--- src/rtl/univ_reg.sv ---
// Universal WIDTH-bit register: clear, preset, parallel load, shift, rotate and up/down count,
// with serial shift-outs and registered zero / wrap / sticky overflow status.
module univ_reg #(
   parameter int               WIDTH      = 8,
   parameter logic [WIDTH-1:0] RESET_VAL  = '0,
   parameter logic [WIDTH-1:0] PRESET_VAL = {WIDTH{1'b1}},
   parameter int               SHIFT_AMT  = 1
) (
   input  logic                 clk,
   input  logic                 clr,
   input  logic                 synch_reset,
   input  logic                 pre,
   input  logic                 clock_enable,
   input  logic [2:0]           mode,
   input  logic [WIDTH-1:0]     data,
   input  logic [SHIFT_AMT-1:0] sin_r,
   input  logic [SHIFT_AMT-1:0] sin_l,
   output logic [WIDTH-1:0]     q,
   output logic [SHIFT_AMT-1:0] sout_l,
   output logic [SHIFT_AMT-1:0] sout_r,
   output logic                 zero,
   output logic                 wrap,
   output logic                 ovf
);

   localparam logic [WIDTH-1:0] ONE = 1;

   generate
      if (WIDTH < 2 || SHIFT_AMT < 1 || SHIFT_AMT > WIDTH - 1) begin : g_bad_param
         $error("univ_reg: illegal WIDTH/SHIFT_AMT combination");
      end
   endgenerate

   logic [WIDTH-1:0] r_q;
   logic             r_zero;
   logic             r_wrap;
   logic             r_ovf;

   logic [WIDTH-1:0] w_q_next;
   logic             w_wrap_next;
   logic             w_ovf_next;

   // Everything below clr in priority; clr itself is applied in the register process.
   always_comb begin
      w_q_next    = r_q;
      w_wrap_next = 1'b0;
      w_ovf_next  = r_ovf;
      if (!synch_reset) begin
         w_q_next   = '0;
         w_ovf_next = 1'b0;
      end else if (pre) begin
         w_q_next = PRESET_VAL;
      end else if (clock_enable) begin
         case (mode)
            3'b001: w_q_next = data;
            3'b010: w_q_next = {r_q[WIDTH-1-SHIFT_AMT:0], sin_r};
            3'b011: w_q_next = {sin_l, r_q[WIDTH-1:SHIFT_AMT]};
            3'b100: w_q_next = {r_q[WIDTH-1-SHIFT_AMT:0], r_q[WIDTH-1 -: SHIFT_AMT]};
            3'b101: w_q_next = {r_q[SHIFT_AMT-1:0], r_q[WIDTH-1:SHIFT_AMT]};
            3'b110: begin
               w_q_next    = r_q + ONE;
               w_wrap_next = &r_q;
               w_ovf_next  = r_ovf | (&r_q);
            end
            3'b111: begin
               w_q_next    = r_q - ONE;
               w_wrap_next = ~|r_q;
               w_ovf_next  = r_ovf | (~|r_q);
            end
            default: w_q_next = r_q;
         endcase
      end
   end

   always_ff @(posedge clk) begin
      if (!clr) begin
         r_q    <= RESET_VAL;
         r_zero <= (RESET_VAL == '0);
         r_wrap <= 1'b0;
         r_ovf  <= 1'b0;
      end else begin
         r_q    <= w_q_next;
         r_zero <= (w_q_next == '0);
         r_wrap <= w_wrap_next;
         r_ovf  <= w_ovf_next;
      end
   end

   assign q      = r_q;
   assign zero   = r_zero;
   assign wrap   = r_wrap;
   assign ovf    = r_ovf;
   assign sout_l = r_q[WIDTH-1 -: SHIFT_AMT];
   assign sout_r = r_q[SHIFT_AMT-1:0];

endmodule

--- config.mk ---
export PLATFORM = sky130hd
export DESIGN_NAME = univ_reg
export DESIGN_NICKNAME = d
export VERILOG_FILES = /design/src/rtl/univ_reg.sv
export SDC_FILE = /design/constraint.sdc
export NUM_CORES = 1
export LEC_CHECK = 0
export CAP_MARGIN = 20
export CORE_ASPECT_RATIO = 2
export CORE_UTILIZATION = 40
export DETAILED_ROUTE_END_ITERATION = 10
export GPL_TIMING_DRIVEN = 0
export PLACE_DENSITY_LB_ADDON = 0.12
export SYNTH_ARGS = -nofsm -noshare
export SYNTH_HDL_FRONTEND = slang
export SYNTH_SLANG_ARGS = --single-unit
--- constraint.sdc ---
create_clock -name clk -period 2.9 [get_ports clk]
set_input_delay 0.87 -clock clk [delete_from_list [all_inputs] [get_ports clk]]
set_output_delay 0.87 -clock clk [all_outputs]
set_load 0.05 [all_outputs]
==> qor.txt <==
area share of the largest cell type after synthesis -> 0.188
Cell Count Post-Placement -> 212
total grt overflow -> 0
number of port buffers -> 29
vias in the first global route -> 1231
Starting Density -> 0.423
reg2reg start -> q[1]
Post-synth top cells -> nor2_1 (15), dfxtp_1 (11), o21ai_0 (11), nand2_1 (8)
Area contributors post-synth -> dfxtp_1 (19%), mux2i_1 (6.0%), nor2_1 (4.8%)
Slew Limit Fails -> 0
min Tclk post-route -> 2.84 ns
Antenna Nets Post-Route -> 0
distinct cell type count after synthesis -> 49
Placer Congestion -> 0.900
largest net degree at the start of global routing -> 11
wire per inst -> 17.1 um
worst hold path type -> reg -> reg
Worst Path Max Fanout -> 4
core area -> 2770 sq um
proportion of layout cells with a drive suffix above 1 -> 0.181
reg2reg path depth -> 9
synthesis-to-layout area growth -> 41.9%
reg2reg end -> zero
final setup margin -> 0.0553 ns
final WL -> 3800 um
CTS tree -> built
CP Launch Point -> mode[1]
register area share after synthesis -> 0.188
Worst Path Required -> 3.02 ns
Post-CTS Hold Fix Bufs -> 0
n_diodes -> 0
Die Height -> 78.6 um
Crit. End Element -> flop
TritonCTS buffer count -> 3
final hold viol count -> 0
mean post-synth cell area -> 7.61 sq um
data arrival time of the critical path -> 2.97 ns
cell row count -> 27
Mapped Cells -> 154
CP Class -> in -> reg
Critical Path Source Type -> input pin
ys async rst share -> 0
period utilization -> 0.981
drt drc -> 0
Post-synth EDFFs -> 0
leak pwr -> 0.643 nW
nets@finish -> 214
clk sinks -> 11
Die ar. -> 3160 sq um
total negative slack -> 0 ns
dpl ws -> -0.668 ns
drt first-iter violations -> 57
initial antenna violation count -> 0
Yosys top cell by area -> dfxtp_1
Clock Latency Late Sink -> 0.23 ns
Worst-Margin Slew -> 0.613 ns
first-pass GRT wire length -> 5660 um
max-slew headroom at the worst pin -> 0.590
RSZ-0062 raised after global routing -> false
vias per inst -> 6.08
GRT Overall Usage -> 0.249
H-tree depth -> 1
CP endpoint -> zero
fmax -> 352 MHz
PwrDens -> 331 nW/um^2
DP Wirelength -> 2830 um
Final setup viols -> 0
cell area after synthesis -> 1170 sq um
Syn Nets -> 174
clk buf depth -> 2
IO Count -> 31
VDD IR max -> 0.000263 V
top-count cell post-synth -> nor2_1
Root Driver -> clkbuf_8
die width -> 40.3 um
fin cells -> 222
flop and latch count out of synthesis -> 11
Main synth FF type -> dfxtp_1
Pre-antenna DRT Iters -> 4
Clock transition at path regs -> 0.05 ns
status -> complete, no violations
Core Util, Final -> 0.601
Vias -> 1350
Ys Warns -> 0
Setup Skew -> 0.00109 ns
R2R Setup Slk -> 0.27 ns
Max-cap violations -> 0
## how the worst min path moves through the flow
| stage | from | endpoint | cells after the start | slack, ns |
|---|---|---|---|---|
| 3_5_place_dp | ovf | ovf | 2 | 0.48 |
| 2_1_floorplan | ovf | ovf | 2 | 0.72 |
| 5_1_grt | ovf | ovf | 2 | 0.52 |
| 3_3_place_gp | ovf | ovf | 2 | 0.46 |
| 6_report | ovf | ovf | 2 | 0.50 |
| 4_1_cts | ovf | ovf | 2 | 0.50 |
## layout by cell type, fill, tap and decap left out, types with 6 or more instances in the layout
| cell type | netlist | routed |
|---|---|---|
| a21oi_1 | 7 | 6 |
| buf_2 | 6 | 6 |
| buf_4 | 3 | 9 |
| clkbuf_1 | 6 | 7 |
| clkdlybuf4s50_1 | 0 | 27 |
| dfxtp_1 | 11 | 11 |
| mux2i_1 | 7 | 6 |
| nand2_1 | 8 | 8 |
| nand3_1 | 6 | 6 |
| nor2_1 | 15 | 15 |
| nor3b_1 | 7 | 7 |
| o21ai_0 | 11 | 11 |
## final cells by class
type	instances	area (sq um)
Fill cell	286	1110
Sequential cell	11	220
Buffer	16	105
Clock buffer	4	45.0
Tap cell	29	36.3
Inverter	2	7.51
Timing Repair Buffer	35	328
Multi-Input combinational cell	125	922
## sequential cells by signal, indices dropped and copies added, names as in the netlist
| register | flops |
|---|---|
| wrap | 1 |
| q | 8 |
| zero | 1 |
| ovf | 1 |
## critical path: stages
cell and delay, ns:
buf_4 0.13, and3_4 0.15, buf_6 0.12, xor2_1 0.14, ha_2 0.20, or4_4 0.52, mux2i_4 0.17, xor2_2 0.21
a21oi_2 0.08, a21boi_2 0.17, a41o_1 0.21
## per-layer routing
metal,up-vias,track usage,routed length (um)
met2,48,0.447,2140
met5,-,0,0
li1,655,-,-
met4,0,0.117,85
met3,8,0.00847,115
met1,639,0.274,1470
## timing repair
action	in CTS	in global routing
gates resized for setup	17	8
buffers inserted	4	2
setup endpoints to repair	2	1
cloned	0	0
pin swaps	5	2
## where the power goes
part | switching [W] | internal, W
registers | 0.0000126 | 0.000159
clock network | 0.0000503 | 0.0000959
logic | 0.000130 | 0.000103
total | 0.000192 | 0.000358
## cell families after synthesis
kind of cell	after synthesis	synth area share
simple gates	65	0.317
buf+inv	18	0.0800
xor+xnor	6	0.0448
fa+ha+maj	2	0.0213
compound gates	45	0.289
mux	7	0.0598
flops	11	0.188
## through the flow
step | power [W] | instance area, sq um | hold WS, ns
final | 0.000550 | 1660 | 0.500
after CTS | 0.000543 | 1600 | 0.500
after detailed placement | 0.000383 | 1500 | 0.477
after global routing | 0.000581 | 1660 | 0.519
after floorplan | 0.000311 | 1180 | 0.723
after global placement | 0.000380 | 1500 | 0.459
Note: power is estimated with default switching activity, not from simulation.
